<file path="config.mk">
export PLATFORM = sky130hd
export DESIGN_NAME = bus_cycle_ctrl
export DESIGN_NICKNAME = d
export VERILOG_FILES = /design/src/rtl/bus_cycle_ctrl.sv
export SDC_FILE = /design/constraint.sdc
export NUM_CORES = 1
export LEC_CHECK = 0
export BUFFER_PORTS_ARGS = -buffer_cell sky130_fd_sc_hd__buf_4
export CAP_MARGIN = 0
export CORE_ASPECT_RATIO = 1.2
export CORE_UTILIZATION = 52
export DETAILED_ROUTE_END_ITERATION = 8
export PLACE_DENSITY = 0.79
export REMOVE_ABC_BUFFERS = 1
export SYNTH_ARGS = -nofsm -noshare
export SYNTH_HDL_FRONTEND = slang
export SYNTH_SLANG_ARGS = --single-unit
</file>
<file path="constraint.sdc">
create_clock -name clk_in -period 3.9 [get_ports clk_in]
set_input_delay 0.195 -clock clk_in [delete_from_list [all_inputs] [get_ports clk_in]]
set_output_delay 0.195 -clock clk_in [all_outputs]
set_load 0.1 [all_outputs]
</file>
<file path="src/rtl/bus_cycle_ctrl.sv">
// bus_cycle_ctrl: 68000 bus cycle sequencer with region decode, wait states, DTACK and bus-error generation
module bus_cycle_ctrl #(
  parameter int ROM_WS  = 2,
  parameter int RAM_WS  = 0,
  parameter int IO_WS   = 4,
  parameter int TIMEOUT = 64
) (
  input  logic       clk_in,
  input  logic       reset,
  input  logic       as_n,
  input  logic       uds_n,
  input  logic       lds_n,
  input  logic       rw,
  input  logic [3:0] addr_hi,
  input  logic       io_wait_n,
  output logic       rom_cs_n,
  output logic       ram_cs_n,
  output logic       io_cs_n,
  output logic       oe_n,
  output logic       we_hi_n,
  output logic       we_lo_n,
  output logic       dtack_n,
  output logic       berr_n
);
  typedef enum logic [2:0] {IDLE, WAIT, ACK, TOUT, BERR} state_t;
  typedef enum logic [1:0] {R_RAM, R_ROM, R_IO, R_NONE} region_t;
  localparam logic [7:0] TC_LAST = 8'(TIMEOUT - 1);
  state_t     state, state_d;
  region_t    region, region_d, dec;
  logic [3:0] wc, wc_d, ws;
  logic [7:0] tc, tc_d, tc_inc;
  logic       boot, boot_d, act;
  logic       rom_cs_d, ram_cs_d, io_cs_d, oe_d, we_hi_d, we_lo_d, dtack_d, berr_d;
  always_comb begin
    dec = !addr_hi[3] ? ((boot && rw && addr_hi == 4'h0) ? R_ROM : R_RAM) :
          addr_hi == 4'hE ? R_ROM : addr_hi == 4'hF ? R_IO : R_NONE;
    ws = dec == R_ROM ? 4'(ROM_WS) : dec == R_RAM ? 4'(RAM_WS) : 4'(IO_WS);
    tc_inc = tc == 8'hFF ? tc : tc + 8'd1;
    state_d = state;
    region_d = region;
    wc_d = wc;
    tc_d = tc;
    boot_d = boot;
    case (state)
      IDLE: if (!as_n) begin
        region_d = dec;
        wc_d = ws;
        tc_d = 8'd0;
        boot_d = boot && addr_hi != 4'hE;
        state_d = dec == R_NONE ? TOUT : WAIT;
      end
      WAIT: if (as_n) state_d = IDLE;
      else begin
        tc_d = tc_inc;
        wc_d = wc != 4'd0 ? wc - 4'd1 : wc;
        state_d = (wc == 4'd0 && (region != R_IO || io_wait_n)) ? ACK :
                  tc_inc == TC_LAST ? BERR : WAIT;
      end
      TOUT: if (as_n) state_d = IDLE;
      else begin
        tc_d = tc_inc;
        state_d = tc_inc == TC_LAST ? BERR : TOUT;
      end
      ACK, BERR: state_d = as_n ? IDLE : state;
      default: state_d = IDLE;
    endcase
    // strobes follow the live data strobes every cycle a select is held
    act = (state_d == WAIT || state_d == ACK || state_d == BERR) && region_d != R_NONE;
    rom_cs_d = !(act && region_d == R_ROM);
    ram_cs_d = !(act && region_d == R_RAM);
    io_cs_d = !(act && region_d == R_IO);
    oe_d = !(act && rw);
    we_hi_d = !(act && !rw && !uds_n);
    we_lo_d = !(act && !rw && !lds_n);
    dtack_d = state_d != ACK;
    berr_d = state_d != BERR;
  end
  always_ff @(posedge clk_in) begin
    if (reset) begin
      state <= IDLE;
      region <= R_NONE;
      wc <= 4'd0;
      tc <= 8'd0;
      boot <= 1'b1;
      {rom_cs_n, ram_cs_n, io_cs_n, oe_n, we_hi_n, we_lo_n, dtack_n, berr_n} <= 8'hFF;
    end else begin
      state <= state_d;
      region <= region_d;
      wc <= wc_d;
      tc <= tc_d;
      boot <= boot_d;
      {rom_cs_n, ram_cs_n, io_cs_n, oe_n, we_hi_n, we_lo_n, dtack_n, berr_n} <=
        {rom_cs_d, ram_cs_d, io_cs_d, oe_d, we_hi_d, we_lo_d, dtack_d, berr_d};
    end
  end
endmodule

</file>
Word level (Yosys, flattened, before mapping)
Cells that the tools add are included.
{"block": "op_classes", "addsub": 2, "eq_ne": 24, "n_mux": 25, "n_bitwise": 1, "reduce_logical": 37}
{"cell": "2-to-1 mux 3 bit", "count": 9}
{"cell": "2-to-1 mux 8 bit", "count": 3}
{"cell": "one-hot mux 8 bit (2 select lines)", "count": 1}
{"cell": "logical AND 1 bit", "count": 12}
{"cell": "2-to-1 mux 4 bit", "count": 3}
{"cell": "inequality test 2 bit (second input constant)", "count": 6}
{"cell": "one-hot mux 3 bit (4 select lines)", "count": 1}
{"cell": "2-to-1 mux 2 bit", "count": 5}
{"cell": "== test 3 x 2 -> 1 bit (second input constant)", "count": 3}
{"cell": "zero test 1 bit", "count": 9}
{"cell": "adder 8 x 1 -> 8 bit (second input constant)", "count": 1}
{"cell": "== test 4 bit (second input constant)", "count": 2}
{"cell": "== test 8 x 6 -> 1 bit (second input constant)", "count": 1}
{"cell": "== test 8 bit (second input constant)", "count": 1}
{"cell": "zero test 4 bit", "count": 2}
{"cell": "one-hot mux 4 bit (2 select lines)", "count": 1}
{"cell": "== test 3 x 1 -> 1 bit (second input constant)", "count": 2}
{"cell": "== test 3 bit (second input constant)", "count": 2}
{"cell": "== test 2 x 1 -> 1 bit (second input constant)", "count": 2}
{"cell": "== test 2 bit (second input constant)", "count": 2}
{"cell": "zero test 2 bit", "count": 2}
{"cell": "inequality test 4 bit (second input constant)", "count": 1}
{"cell": "AND reduction 4 bit", "count": 1}
{"cell": "nonzero test 2 bit", "count": 2}
{"cell": "other kinds (11)", "count": 15}
{"block": "totals", "ff_bits": 26, "out_inout_bits": 8, "elab_cells": 102}

Logic depth before layout (Yosys ltp)
Gate-level depths: netlist of the first run.
{"block": "logic_depth", "depth_word": 15, "depth_mapped": 7, "mapped_depth_nobuf": 7}

Worst setup path after synthesis of the first run
OpenSTA, ideal clock, no wires.
{"block": "synth_timing", "path_type": "register to register", "from": "register tc[0]", "to": "register io_cs_n", "setup_ps": 130, "arrival_ps": 1863, "required_ps": 3770, "slack_ps": 1907, "path_stages_with_launch": 7, "n_path_buf": 0, "period_less_slack_ps": 1993, "path_cell_list": "dfxtp_1 > ha_1 > and4_4 > a211o_1 > a211o_1 > a311oi_2 > o21ai_0"}
{"block": "synth_between", "elab_chain_len": 13, "word_cells_on_any_way": 18, "classes_between": "add/sub (1); eq/ne (5); mux (7); reduce/logical (5)"}
{"item": "start, declared", "line_no": "31", "rtl": "logic [7:0] tc, tc_d, tc_inc;"}
{"item": "start signal, assigned", "line_no": "90", "rtl": "tc <= tc_d;"}
{"item": "adder 8 x 1 -> 8 bit / == test 8 bit (equally long branches)", "line_no": "38", "rtl": "tc_inc = tc == 8'hFF ? tc : tc + 8'd1;"}
{"item": "2-to-1 mux 8 bit *", "line_no": "38"}
{"item": "== test 8 x 6 -> 1 bit *", "line_no": "57, 62"}
{"item": "2-to-1 mux 3 bit", "line_no": "57", "rtl": "tc_inc == TC_LAST ? BERR : WAIT;"}
{"item": "2-to-1 mux 3 bit", "line_no": "56", "rtl": "state_d = (wc == 4'd0 && (region != R_IO || io_wait_n)) ? ACK :"}
{"item": "2-to-1 mux 3 bit", "line_no": "52", "rtl": "WAIT: if (as_n) state_d = IDLE;"}
{"item": "one-hot mux 3 bit (4 select lines) *", "line_no": "44", "rtl": "case (state)"}
{"item": "== test 3 x 1 -> 1 bit / == test 3 x 2 -> 1 bit (equally long branches)", "line_no": "68", "rtl": "act = (state_d == WAIT || state_d == ACK || state_d == BERR) && region_d != R_NONE;"}
{"item": "logical OR 1 bit", "line_no": "68"}
{"item": "logical OR 1 bit *", "line_no": "68"}
{"item": "logical AND 1 bit *", "line_no": "68"}
{"item": "logical AND 1 bit *", "line_no": "71", "rtl": "io_cs_d = !(act && region_d == R_IO);"}
{"item": "zero test 1 bit *", "line_no": "71"}
{"item": "end signal, assigned", "line_no": "92", "rtl": "{rom_cs_n, ram_cs_n, io_cs_n, oe_n, we_hi_n, we_lo_n, dtack_n, berr_n} <="}
{"item": "end, declared", "line_no": "18", "rtl": "output logic io_cs_n,"}
Every way passes the cells marked *; elsewhere a longest branch is shown, timed or not.
A chain may end at the register's enable or synchronous reset.

Final worst setup path of the first run
Same ends and word-level chain as after synthesis.

==> impl_table.tex, run 1 <==
\begin{tabular}{lr}
\hline
Metric & Value \\
\hline
\multicolumn{2}{l}{\textbf{Placed design}} \\
\quad PortBufs & 18 \\
\quad Final weighted congestion of routability-driven global placement & a little under 0.9 \\
\quad Detailed-placement wirelength estimate & between 2 and 2.5 mm \\
\multicolumn{2}{l}{\textbf{Finish}} \\
\quad Relative area change from synthesis to final layout & 11.10\% \\
\quad Util after Layout & 0.6132 \\
\quad Number of antenna diodes & 0 \\
\quad Nets@finish & 200 \\
\quad Fill cell instance count of the final layout & 253 \\
\quad Ratio of cells with drive above 1 in the final layout & 0.1522 \\
\multicolumn{2}{l}{\textbf{Timing}} \\
\quad Clock tree skew after final layout & 0.003322 ns \\
\quad Accumulated negative setup slack & 0 ns \\
\quad Number of failing hold endpoints at the final stage & 0 \\
\quad Headroom to the max-slew limit & 0.5976 \\
\quad Number of slew-limit violations in the final report & 0 \\
\quad Period utilization & 0.5661 \\
\quad Max Clk Rate & 453.0 MHz \\
\quad Crit path time final & 2.208 ns \\
\quad Worst slew pin tran & 0.5990 ns \\
\quad Final number of setup-violating endpoints & 0 \\
\quad RSZ-0062 raised after global routing & false \\
\multicolumn{2}{l}{\textbf{Route}} \\
\quad Wirelength per Cell & 14.71 um \\
\quad Vias after detailed routing & 1,311 \\
\quad Detailed-route DRC error count & 0 \\
\quad Routed vias/inst & 6.041 \\
\quad Wire length reported by the detailed router & 3.193 mm \\
\quad Drt initial violations & 39 \\
\quad Residual antenna-violating net count after detailed routing & 0 \\
\quad Detailed Routing Iterations Pass 1 & 4 \\
\multicolumn{2}{l}{\textbf{Worst setup path}} \\
\quad CP max stage cell & sky130\_fd\_sc\_hd\_\_a311oi\_2 \\
\quad Critical path capture point type & flop \\
\quad Dominant cell type by count on the critical path & sky130\_fd\_sc\_hd\_\_a211o\_1 \\
\quad Required time of the worst setup path & a little over 4 ns \\
\quad Worst Path Max Fanout & 7 \\
\quad CP max stage delay & 0.40 ns \\
\quad Critical R2R Capture & io\_cs\_n \\
\quad Setup CP Type & reg2reg \\
\quad Number of buffers and inverters on the critical path & 0 \\
\quad Number of logic stages on the critical path including buffering & 6 \\
\quad Worst Setup Start Kind & flop \\
\quad Cell breakdown of the critical path & ha\_1, and4\_4, a211o\_1, a211o\_1, a311oi\_2, o21ai\_0 \\
\quad R2R depth & 6 \\
\quad Reg2Reg Launch Point & tc[0] \\
\quad Slack of the worst reg-to-reg path & 1.69 ns \\
\quad Critical path data arrival time & about 2.4 ns \\
\quad Family with the most delay on the worst path & compound AO/OA/AOI/OAI gates \\
\multicolumn{2}{l}{\textbf{Status}} \\
\quad Outcome & finished, final reports clean \\
\multicolumn{2}{l}{\textbf{Clock network}} \\
\quad Post-CTS resize count & 0 \\
\quad Clock slew at reported path FFs & 0.13 ns \\
\quad Root Driver & sky130\_fd\_sc\_hd\_\_clkbuf\_4 \\
\quad Number of buffers inserted for hold repair after clock tree synthesis & 0 \\
\quad H-tree levels & 1 \\
\quad TritonCTS clock tree & yes \\
\quad Post-CTS setup buffers & 0 \\
\quad Deepest clock path buffer count & 2 \\
\quad Insertion delay of the later-clocked pin in the worst-skew pair & about 0.31 ns \\
\quad TritonCTS buffer count & 3 \\
\quad Sink count of the clock tree & 26 \\
\multicolumn{2}{l}{\textbf{Global route}} \\
\quad Vias in the first global route & 1,285 \\
\quad Total global routing track utilization & 0.2348 \\
\quad Number of antenna violations at the first check in global routing & 0 \\
\quad First-pass GRT wire length & about 5.3 mm \\
\quad Maximum number of pins on one net before global-route repair & 25 \\
\quad Total global routing overflow & 0 \\
\multicolumn{2}{l}{\textbf{Floorplanning}} \\
\quad Floorplan die height & 59.02 um \\
\quad Io pins & 19 \\
\quad Number of cell rows & 20 \\
\quad Width of the die & 49.52 um \\
\quad Initial core utilization & 0.5520 \\
\quad Die outline area & 2922 um2 \\
\quad CORE AREA & between 2000 and 3000 um2 \\
\multicolumn{2}{l}{\textbf{Yosys}} \\
\quad Flops \& latches, synth & 26 \\
\quad Area of the mapped netlist & 1409 um2 \\
\quad Most common flop cell mapped by yosys & sky130\_fd\_sc\_hd\_\_dfxtp\_1 \\
\quad Fraction of synthesized cell area taken by the top area cell type & 0.3694 \\
\quad Most numerous cell in the Yosys netlist & sky130\_fd\_sc\_hd\_\_dfxtp\_1 \\
\quad Distinct cell type count of the synthesized netlist & 45 \\
\quad Async set-reset flop share out of synthesis & 0 \\
\quad Register area share after synthesis & 0.3694 \\
\quad Mean area per synthesized cell & 8.191 um2 \\
\quad Post-synthesis cell type with the largest combined area & sky130\_fd\_sc\_hd\_\_dfxtp\_1 \\
\quad Ys Warns & 0 \\
\quad Post-synthesis instance total & 172 \\
\quad Post-synth EDFFs & 0 \\
\quad Top area cells in the synthesized netlist & sky130\_fd\_sc\_hd\_\_dfxtp\_1 37\%, sky130\_fd\_sc\_hd\_\_o21ai\_0 4.6\%, sky130\_fd\_sc\_hd\_\_nand2\_1 4.3\% \\
\quad Most instantiated cells after synthesis & 26 x sky130\_fd\_sc\_hd\_\_dfxtp\_1, 16 x sky130\_fd\_sc\_hd\_\_nand2\_1, 14 x sky130\_fd\_sc\_hd\_\_nor2\_1 \\
\multicolumn{2}{l}{\textbf{Hold path}} \\
\quad Type of the most critical hold path & in2reg \\
\quad Hold depth & 3 \\
\quad Hold Startpoint & lds\_n \\
\quad Hold-critical path endpoint & we\_lo\_n \\
\multicolumn{2}{l}{\textbf{Pwr}} \\
\quad NetSw & 0.0001638 W \\
\quad Net switching fraction of the power & 0.3131 \\
\quad Combinational share of power & 0.232 \\
\quad Sequential share of power & 0.554 \\
\quad Internal power & $\sim$0.00036 W \\
\quad Worst VDD drop & 0.0002055 V \\
\quad Leakage power of the design & 0.5569 nW \\
\quad Cell area power density & 334.2 nW/um2 \\
\quad Clock power frac & 0.214 \\
\multicolumn{2}{l}{\textbf{Run}} \\
\quad Max-cap violation count & 0 \\
\hline
\end{tabular}
[worst min-delay path: stages]
cell	delay [ns]
sky130_fd_sc_hd__buf_4	0.07
sky130_fd_sc_hd__nor4_1	0.03
sky130_fd_sc_hd__o21ai_0	0.05
[how the worst max path moves through the flow]
| stage | start | end | slack, ns |
|---|---|---|---|
| floorplan | state[0] | tc[7] | 1.77 |
| global placement | tc[0] | we_hi_n | 1.79 |
| detailed placement | tc[0] | io_cs_n | 1.69 |
| CTS | tc[0] | io_cs_n | 1.68 |
| global route | tc[0] | we_lo_n | 1.57 |
| finish | tc[0] | io_cs_n | 1.69 |
[registers in the layout, summed over array words and instances, names as in the netlist]
signal,flops
tc,8
we_hi_n,1
we_lo_n,1
state,3
wc,4
dtack_n,1
rom_cs_n,1
region,2
berr_n,1
ram_cs_n,1
io_cs_n,1
boot,1
oe_n,1
[final cells by class]
cell class | count | area (um2) | area share
Multi-Input combinational cell | 129 | 812.0 | 0.5188
Sequential cell | 26 | 520.5 | 0.3325
Timing Repair Buffer | 19 | 142.6 | 0.09113
Tap cell | 33 | 41.29 | 0.02638
Inverter | 7 | 26.28 | 0.01679
Clock buffer | 3 | 22.52 | 0.01439
[power by group through the flow]
stage,clock (W),combinational (W),sequential [W]
after floorplan,0,0.0000676,0.000311
after global placement,0,0.000117,0.000295
after detailed placement,0,0.000121,0.000295
after CTS,0.000114,0.000122,0.000290
after global routing,0.000122,0.000135,0.000292
final,0.000112,0.000121,0.000290
[per-stage QoR]
stage,hold slack (ns),total power [W],std cells,instance area (um2),setup slack (ns)
CTS,0.06621,0.0005254,217,1565,1.679
floorplan,0.2641,0.0003790,162,1359,1.771
detailed placement,0.3983,0.0004166,214,1543,1.692
global route,0.08293,0.0005485,217,1565,1.566
finish,0.06258,0.0005231,217,1565,1.692
global placement,0.3937,0.0004125,214,1543,1.793
[logic make-up after synthesis]
group | Yosys count | synth area share
AOI/OAI and AO/OA | 51 | 0.2425
xor gates and xnor gates | 4 | 0.02487
adders and majority gates | 3 | 0.02665
buffers and inverters | 17 | 0.05418
DFF | 26 | 0.3694
muxes | 1 | 0.007105
and+or+nand+nor | 70 | 0.2753
[placed cells by master, fill, tap and decap left out, types with 2 or more instances in the layout]
cell,netlist,final
sky130_fd_sc_hd__and3_1,3,3
sky130_fd_sc_hd__ha_1,3,3
sky130_fd_sc_hd__a21oi_1,8,8
sky130_fd_sc_hd__inv_1,7,7
sky130_fd_sc_hd__or3_1,2,2
sky130_fd_sc_hd__o21ai_0,13,13
sky130_fd_sc_hd__nor3b_1,5,5
sky130_fd_sc_hd__clkbuf_4,0,3
sky130_fd_sc_hd__nand4_1,3,3
sky130_fd_sc_hd__a211oi_1,5,5
sky130_fd_sc_hd__dfxtp_1,26,26
sky130_fd_sc_hd__nor2_1,14,14
sky130_fd_sc_hd__a211o_1,3,3
sky130_fd_sc_hd__xnor2_1,2,2
sky130_fd_sc_hd__nor3_1,8,8
sky130_fd_sc_hd__or2_2,2,2
sky130_fd_sc_hd__nor4_1,2,2
sky130_fd_sc_hd__nand2_1,16,16
sky130_fd_sc_hd__nand3_1,4,4
sky130_fd_sc_hd__nor2b_1,3,3
sky130_fd_sc_hd__xor2_1,2,2
sky130_fd_sc_hd__nor4bb_1,2,2
sky130_fd_sc_hd__a31oi_1,8,8
sky130_fd_sc_hd__a41oi_1,2,2
sky130_fd_sc_hd__buf_4,0,19
[metal layers]
layer	part of all wire	GRT usage	vias up
met5	0	0	-
met4	0.022	0.1306	0
met3	0.025	0.02564	8
met2	0.54	0.4677	23
met1	0.41	0.2361	617
li1	-	-	663
No activity file was read; power rests on OpenSTA's default activity.
==> inputs of run 2 (changes only) <==
Settings changed: CORE_UTILIZATION 52 to 50, PLACE_DENSITY 0.79 to 0.8.
Clock period 3.9 ns to 1.9 ns, I/O delays scaled along.
==> run 2 against run 1 <==
The flow now finishes with violations (negative setup slack). Design area grew 12%. Setup slack lost 1.7 ns. Hold slack lost 0.044 ns. Sequential share of layout area shrank 3.1 points. Flip-flop and latch count is the same. Routed wire length grew 5.7%. Die area grew 3.8%. Utilization grew 5.9 points.
==> impl_table.tex, run 2 (same netlist as run 1, synthesis figures left out) <==
\begin{tabular}{lr}
\hline
Metric & Value \\
\hline
\multicolumn{2}{l}{\textbf{Worst setup path}} \\
\quad Crit. Startpoint & tc[0] \\
\quad Slack of the worst reg-to-reg path & -0.03 ns (-1.73 ns) \\
\quad Required time of the worst setup path & 2.11 ns (-2.00 ns) \\
\quad Worst Setup Start Kind & flop \\
\quad Critical path capture point type & flop \\
\quad R2R depth & 6 (unchanged) \\
\quad Critical path data arrival time & 2.15 ns (-0.27 ns) \\
\quad Critical R2R Capture & rom\_cs\_n \\
\quad Setup CP Type & reg2reg \\
\quad Reg2Reg Launch Point & tc[0] \\
\quad Worst Path Max Fanout & 6 (-1) \\
\quad Setup crit end & rom\_cs\_n \\
\multicolumn{2}{l}{\textbf{Finish}} \\
\quad Ratio of cells with drive above 1 in the final layout & 0.2650 (+0.1128) \\
\quad Registers with the highest flip-flop counts & tc (8), wc (4), state (3) \\
\quad Number of antenna diodes & 0 (unchanged) \\
\quad Nets@finish & 216 (+8.0\%) \\
\quad Register with the most flip-flops & tc \\
\quad Final standard cell area without fillers & 1749 um2 (+12\%) \\
\quad Top library cells by usage in the layout, fill and taps aside & 32 x sky130\_fd\_sc\_hd\_\_buf\_4, 21 x sky130\_fd\_sc\_hd\_\_dfxtp\_1, 16 x sky130\_fd\_sc\_hd\_\_nand2\_1 \\
\quad Relative area change from synthesis to final layout & 24.16\% \\
\quad Finished Layout Cells & 233 (+7.4\%) \\
\quad Fill cell instance count of the final layout & 240 (-5.1\%) \\
\quad Most common cell after layout, fill and taps aside & sky130\_fd\_sc\_hd\_\_buf\_4 \\
\quad Flip-flop count of the largest register after layout & 8 (unchanged) \\
\multicolumn{2}{l}{\textbf{Pwr}} \\
\quad Cell area power density & 636.2 nW/um2 (+90\%) \\
\quad Internal power & 0.0007658 W (+110\%) \\
\quad Clock power frac & 0.205 (-0.009) \\
\quad Sequential share of power & 0.536 (-0.018) \\
\quad NetSw & 0.0003470 W (+110\%) \\
\quad Final Total Pwr & 0.001113 W (+110\%) \\
\quad Net switching fraction of the power & 0.3118 (-0.001273) \\
\quad Leakage power of the design & 0.6403 nW (+15\%) \\
\quad Combinational share of power & 0.260 (+0.028) \\
\quad Worst VDD drop & 0.0003865 V (+88\%) \\
\multicolumn{2}{l}{\textbf{Timing}} \\
\quad Headroom to the max-slew limit & 0.6839 (+0.08624) \\
\quad RSZ-0062 raised after global routing & true \\
\quad Clock tree skew after final layout & 0.001991 ns (-0.001331 ns) \\
\quad Number of failing hold endpoints at the final stage & 0 (unchanged) \\
\quad Minimum hold slack & 0.01818 ns (-0.04440 ns) \\
\quad Final number of setup-violating endpoints & 6 (+6) \\
\quad Number of slew-limit violations in the final report & 0 (unchanged) \\
\quad Crit path time final & 1.933 ns (-0.2745 ns) \\
\quad Max Clk Rate & 517.3 MHz (+14\%) \\
\quad Worst slew pin tran & 0.4735 ns (-0.1255 ns) \\
\quad Final critical-path setup slack & -0.03319 ns (-1.726 ns) \\
\quad Period utilization & 1.017 (+0.4514) \\
\multicolumn{2}{l}{\textbf{Global route}} \\
\quad Number of antenna violations at the first check in global routing & 0 (unchanged) \\
\quad Vias in the first global route & 1,303 (+1.4\%) \\
\quad Total global routing track utilization & 0.2377 (+0.002896) \\
\quad Maximum number of pins on one net before global-route repair & 25 (unchanged) \\
\quad Total global routing overflow & 0 (unchanged) \\
\quad First-pass GRT wire length & 5.457 mm (+3.1\%) \\
\multicolumn{2}{l}{\textbf{Clock network}} \\
\quad TritonCTS buffer count & 3 (unchanged) \\
\quad Sink count of the clock tree & 26 (unchanged) \\
\quad H-tree levels & 1 (unchanged) \\
\quad Insertion delay of the later-clocked pin in the worst-skew pair & 0.32 ns (about the same) \\
\quad Root Driver & sky130\_fd\_sc\_hd\_\_clkbuf\_4 \\
\quad TritonCTS clock tree & yes \\
\quad Deepest clock path buffer count & 2 (unchanged) \\
\quad Clock slew at reported path FFs & 0.13 ns (about the same) \\
\multicolumn{2}{l}{\textbf{Placed design}} \\
\quad Final weighted congestion of routability-driven global placement & 0.8629 (-3.4\%) \\
\quad PortBufs & 18 (unchanged) \\
\quad Pre-CTS WS & -0.1277 ns (-1.820 ns) \\
\quad Detailed-placement wirelength estimate & 2.431 mm (+2.3\%) \\
\quad Cell total after placement & 225 (+5.1\%) \\
\quad Post-Place Cell Area & 1625 um2 (+5.4\%) \\
\multicolumn{2}{l}{\textbf{Floorplanning}} \\
\quad Number of cell rows & 20 (unchanged) \\
\quad CORE AREA & 2603 um2 (+2.0\%) \\
\quad Floorplan die height & 60.15 um (+1.9\%) \\
\quad Die outline area & 3035 um2 (+3.8\%) \\
\quad Width of the die & 50.46 um (+1.9\%) \\
\quad Io pins & 19 (unchanged) \\
\quad Initial core utilization & 0.5413 (-0.01061) \\
\multicolumn{2}{l}{\textbf{Run}} \\
\quad Max-cap violation count & 0 (unchanged) \\
\multicolumn{2}{l}{\textbf{Route}} \\
\quad Wire length reported by the detailed router & 3.375 mm (+5.7\%) \\
\quad Wirelength per Cell & 14.48 um (-1.6\%) \\
\quad Detailed-route DRC error count & 0 (unchanged) \\
\quad Vias after detailed routing & 1,396 (+6.5\%) \\
\quad Residual antenna-violating net count after detailed routing & 0 (unchanged) \\
\quad Routed vias/inst & 5.991 (-0.83\%) \\
\quad Detailed Routing Iterations Pass 1 & 4 (unchanged) \\
\quad Drt initial violations & 49 (+26\%) \\
\multicolumn{2}{l}{\textbf{Hold path}} \\
\quad Type of the most critical hold path & in2reg \\
\multicolumn{2}{l}{\textbf{Status}} \\
\quad Outcome & complete, but fails checks \\
\quad Failing checks & negative setup slack \\
\hline
\end{tabular}
==> run 2: cell types whose count changed in the layout (fill, tap and decap cells not counted), moves of 2 or more <==
cell / previous run / this run
sky130_fd_sc_hd__buf_4: 19 / 32
sky130_fd_sc_hd__dfxtp_1: 26 / 21
sky130_fd_sc_hd__dfxtp_2: 0 / 5
sky130_fd_sc_hd__dlygate4sd3_1: 0 / 2
sky130_fd_sc_hd__o21ai_0: 13 / 7
sky130_fd_sc_hd__o21ai_1: 1 / 7
==> run 2: worst min path at each step <==
stage | slack, ns | cells past startpoint | startpoint | endpoint
after global placement | 0.29 | 3 | lds_n | we_lo_n
after CTS | 0.007 | 3 | rw | we_hi_n
after global routing | 0.04 | 3 | rw | we_hi_n
after floorplan | 0.16 | 1 | reset | state[1]
after detailed placement | 0.31 | 3 | uds_n | we_hi_n
final | 0.02 | 3 | rw | we_hi_n
==> run 2: power groups by stage <==
stage / logic (W) / registers [W] / clock network (W)
floorplan: 0.000139 / 0.000639 / 0
global placement: 0.000252 / 0.000603 / 0
detailed placement: 0.000261 / 0.000604 / 0
CTS: 0.000277 / 0.000593 / 0.000236
global route: 0.000314 / 0.000600 / 0.000253
finish: 0.000289 / 0.000596 / 0.000228
==> run 2: what timing repair did <==
item / CTS / global route
endpoints found under the hold margin: 2 / 0
pin swaps: 10 / 10
gates resized for setup: 15 / 5
buffers inserted: 1 / 2
hold buffers: 2 / 0
endpoints found under the setup margin: 8 / 10
==> run 2: routing by layer <==
layer / routed length [um] / track usage
met1: 1432 / 0.2577
met2: 1793 / 0.4686
met3: 92 / 0.02545
met4: 56 / 0.08730
met5: 0 / 0
==> run 2: per-stage QoR <==
stage | TNS [ns] | utilization
2_1_floorplan | -1.168 | -
3_3_place_gp | -0.2297 | 0.6245
3_5_place_dp | -0.6272 | 0.6245
4_1_cts | -0.1212 | 0.6606
5_1_grt | -0.4755 | 0.6721
6_report | -0.1072 | 0.6721
==> run 2: layout make-up <==
type | count | area [um2] | share of cell area
multi-input combinational | 129 | 860.8 | 0.4921
sequential | 26 | 526.8 | 0.3011
tap | 33 | 41.29 | 0.02361
clock buffer | 3 | 22.52 | 0.01288
timing repair buffer | 35 | 271.5 | 0.1552
inverter | 7 | 26.28 | 0.01502
==> run 2: critical path: stages, from the launching register on <==
cell	delay (ns)
sky130_fd_sc_hd__dfxtp_2	0.36
sky130_fd_sc_hd__ha_4	0.16
sky130_fd_sc_hd__and4_4	0.15
sky130_fd_sc_hd__a211o_1	0.28
sky130_fd_sc_hd__a211o_1	0.36
sky130_fd_sc_hd__a311oi_4	0.41
sky130_fd_sc_hd__o21ai_1	0.12
==> inputs of run 3 (changes only) <==
Settings changed: CORE_UTILIZATION 50 to 40, PLACE_DENSITY 0.8 to 0.67.
==> run 3 against run 2 <==
The flow still finishes with violations (negative setup slack). Utilization fell by 12 points. Setup slack lost 0.010 ns. Non-clock buffer count rose by 2. Clock power increased by 57%. Count of clock-buffer cells in the layout is 1 higher. Sequential share of layout area down 1.3 points. Flip-flop and latch count did not move. Die area grew 24%. Highest routed layer unchanged. Critical path depth unchanged.
==> impl_table.tex, run 3 (same netlist as run 1, synthesis figures left out) <==
\begin{tabular}{lr}
\hline
Metric & Value \\
\hline
\multicolumn{2}{l}{\textbf{Placed design}} \\
\quad Final weighted congestion of routability-driven global placement & 0.8659 (+0.35\%) \\
\quad PortBufs & 18 (unchanged) \\
\quad Cell total after placement & 234 (+4.0\%) \\
\quad Post-Place Cell Area & 1668 um2 (+2.6\%) \\
\quad Detailed-placement wirelength estimate & 2.628 mm (+8.1\%) \\
\multicolumn{2}{l}{\textbf{Run}} \\
\quad Max-cap violation count & 0 (unchanged) \\
\multicolumn{2}{l}{\textbf{Finish}} \\
\quad Relative area change from synthesis to final layout & 29.93\% \\
\quad Nets@finish & 218 (+0.93\%) \\
\quad Register with the most flip-flops & tc \\
\quad Top library cells by usage in the layout, fill and taps aside & 35 x sky130\_fd\_sc\_hd\_\_buf\_4, 21 x sky130\_fd\_sc\_hd\_\_dfxtp\_1, 16 x sky130\_fd\_sc\_hd\_\_nand2\_1 \\
\quad Most common cell after layout, fill and taps aside & sky130\_fd\_sc\_hd\_\_buf\_4 \\
\quad Number of antenna diodes & 0 (unchanged) \\
\quad Finished Layout Cells & 240 (+3.0\%) \\
\quad Registers with the highest flip-flop counts & tc (8), wc (4), state (3) \\
\quad Final standard cell area without fillers & 1831 um2 (+4.6\%) \\
\quad Util after Layout & 0.5484 (-0.1238) \\
\quad Ratio of cells with drive above 1 in the final layout & 0.3103 (+0.04534) \\
\quad Flip-flop count of the largest register after layout & 8 (unchanged) \\
\multicolumn{2}{l}{\textbf{Route}} \\
\quad Wirelength per Cell & 14.51 um (+0.19\%) \\
\quad Detailed-route DRC error count & 0 (unchanged) \\
\quad Routed vias/inst & 5.767 (-3.8\%) \\
\quad Vias after detailed routing & 1,384 (-0.86\%) \\
\quad Drt initial violations & 64 (+31\%) \\
\quad Detailed Routing Iterations Pass 1 & 4 (unchanged) \\
\quad Residual antenna-violating net count after detailed routing & 0 (unchanged) \\
\quad Wire length reported by the detailed router & 3.483 mm (+3.2\%) \\
\multicolumn{2}{l}{\textbf{Pwr}} \\
\quad Cell area power density & 694.0 nW/um2 (+9.1\%) \\
\quad Worst VDD drop & 0.0004204 V (+8.8\%) \\
\quad Leakage power of the design & 0.6733 nW (+5.2\%) \\
\multicolumn{2}{l}{\textbf{Hold path}} \\
\quad Type of the most critical hold path & in2reg \\
\multicolumn{2}{l}{\textbf{Clock network}} \\
\quad H-tree levels & 1 (unchanged) \\
\quad Root Driver & sky130\_fd\_sc\_hd\_\_clkbuf\_8 \\
\quad Number of buffers inserted for hold repair after clock tree synthesis & 0 (-2) \\
\quad Deepest clock path buffer count & 2 (unchanged) \\
\quad TritonCTS buffer count & 3 (unchanged) \\
\quad TritonCTS clock tree & yes \\
\quad Insertion delay of the later-clocked pin in the worst-skew pair & 0.28 ns (-0.04 ns) \\
\quad Sink count of the clock tree & 26 (unchanged) \\
\quad Clock slew at reported path FFs & 0.09 ns (-0.04 ns) \\
\multicolumn{2}{l}{\textbf{Floorplanning}} \\
\quad Number of cell rows & 23 (+15\%) \\
\quad Width of the die & 56.18 um (+11\%) \\
\quad Floorplan die height & 67.01 um (+11\%) \\
\quad CORE AREA & 3338 um2 (+28\%) \\
\quad Die outline area & 3764 um2 (+24\%) \\
\quad Io pins & 19 (unchanged) \\
\quad Initial core utilization & 0.4220 (-0.1193) \\
\multicolumn{2}{l}{\textbf{Global route}} \\
\quad Total global routing track utilization & 0.2059 (-0.03188) \\
\quad Total global routing overflow & 0 (unchanged) \\
\quad Vias in the first global route & 1,430 (+9.7\%) \\
\quad Number of antenna violations at the first check in global routing & 0 (unchanged) \\
\quad First-pass GRT wire length & 6.092 mm (+12\%) \\
\quad Maximum number of pins on one net before global-route repair & 25 (unchanged) \\
\multicolumn{2}{l}{\textbf{Timing}} \\
\quad Clock tree skew after final layout & 0.009086 ns (+0.007095 ns) \\
\quad Period utilization & 1.023 (+0.005491) \\
\quad Worst slew pin tran & 0.4892 ns (+0.01567 ns) \\
\quad Final number of setup-violating endpoints & 6 (unchanged) \\
\quad Number of slew-limit violations in the final report & 0 (unchanged) \\
\quad RSZ-0062 raised after global routing & true \\
\quad Headroom to the max-slew limit & 0.6734 (-0.01046) \\
\quad Crit path time final & 1.944 ns (+0.01043 ns) \\
\quad Final critical-path setup slack & -0.04362 ns (-0.01043 ns) \\
\quad Max Clk Rate & 514.5 MHz (-0.54\%) \\
\quad Number of failing hold endpoints at the final stage & 0 (unchanged) \\
\multicolumn{2}{l}{\textbf{Worst setup path}} \\
\quad Setup CP Type & reg2reg \\
\quad Required time of the worst setup path & 2.05 ns (-0.06 ns) \\
\quad Worst Setup Start Kind & flop \\
\quad Worst Path Max Fanout & 6 (unchanged) \\
\quad Critical path capture point type & flop \\
\quad Critical path data arrival time & 2.10 ns (-0.05 ns) \\
\multicolumn{2}{l}{\textbf{Status}} \\
\quad Outcome & complete, but fails checks \\
\quad Failing checks & negative setup slack \\
\hline
\end{tabular}
## run 3: cell types whose count changed in the layout (fill, tap and decap cells not counted), sizes merged
cell         change
clkbuf           +1
buf              +4
dlygate4sd3      -2
## run 3: final cells by class
| cell class | count | area (um2) |
|---|---|---|
| fill | 323 | 1508 |
| multi-input combinational | 129 | 890.9 |
| sequential | 26 | 526.8 |
| timing repair buffer | 37 | 285.3 |
| clock buffer | 4 | 55.05 |
| tap | 37 | 46.29 |
| inverter | 7 | 26.28 |
## run 3: worst paths after layout
check,to,from,slack [ns],cells after the start
min,we_hi_n,uds_n,0.03,3
max reg2reg,oe_n,tc[1],-0.04,6
min reg2reg,boot,boot,0.46,1
max,oe_n,tc[1],-0.04,6
## run 3: repair_timing
item | in CTS | in global routing
resized for setup | 17 | 12
pin swaps | 9 | 7
buffers inserted | 1 | 1
setup endpoints to repair | 9 | 9
## run 3: layer usage
metal  part of all wire  wire (um)  global-route usage  vias to the layer above
li1                   -          -                   -                      698
met1               0.40       1395              0.2187                      653
met2               0.55       1899              0.3884                       24
met3              0.028         97             0.03495                        9
met4              0.026         91              0.1067                        0
met5                  0          0                   0                        -
## run 3: where the power goes
group,leakage (nW),internal [W],total (W),switching (W)
registers,0.214,0.000569,0.000592,0.0000231
logic,0.431,0.000138,0.000320,0.000183
clock network,0.0288,0.000186,0.000358,0.000172
total,0.673,0.000892,0.00127,0.000378
## run 3: per-stage QoR
step | hold slack (ns) | total power, W | setup TNS [ns] | setup WS [ns]
3_3_place_gp | 0.2944 | 0.0008683 | -0.3761 | -0.06496
2_1_floorplan | 0.1641 | 0.0007779 | -1.168 | -0.2290
4_1_cts | 0.03007 | 0.001256 | -0.08838 | -0.03504
5_1_grt | 0.04128 | 0.001338 | -0.5407 | -0.1013
6_report | 0.03107 | 0.001270 | -0.1800 | -0.04362
3_5_place_dp | 0.3076 | 0.0008774 | -0.6620 | -0.1221
## run 3: critical path, cell delays in order (launching register included)
cell and delay, ns:
sky130_fd_sc_hd__dfxtp_2 0.35, sky130_fd_sc_hd__ha_4 0.16, sky130_fd_sc_hd__and4_4 0.14, sky130_fd_sc_hd__a211o_1 0.26, sky130_fd_sc_hd__a211o_1 0.37, sky130_fd_sc_hd__a311oi_4 0.43, sky130_fd_sc_hd__o21ai_1 0.11
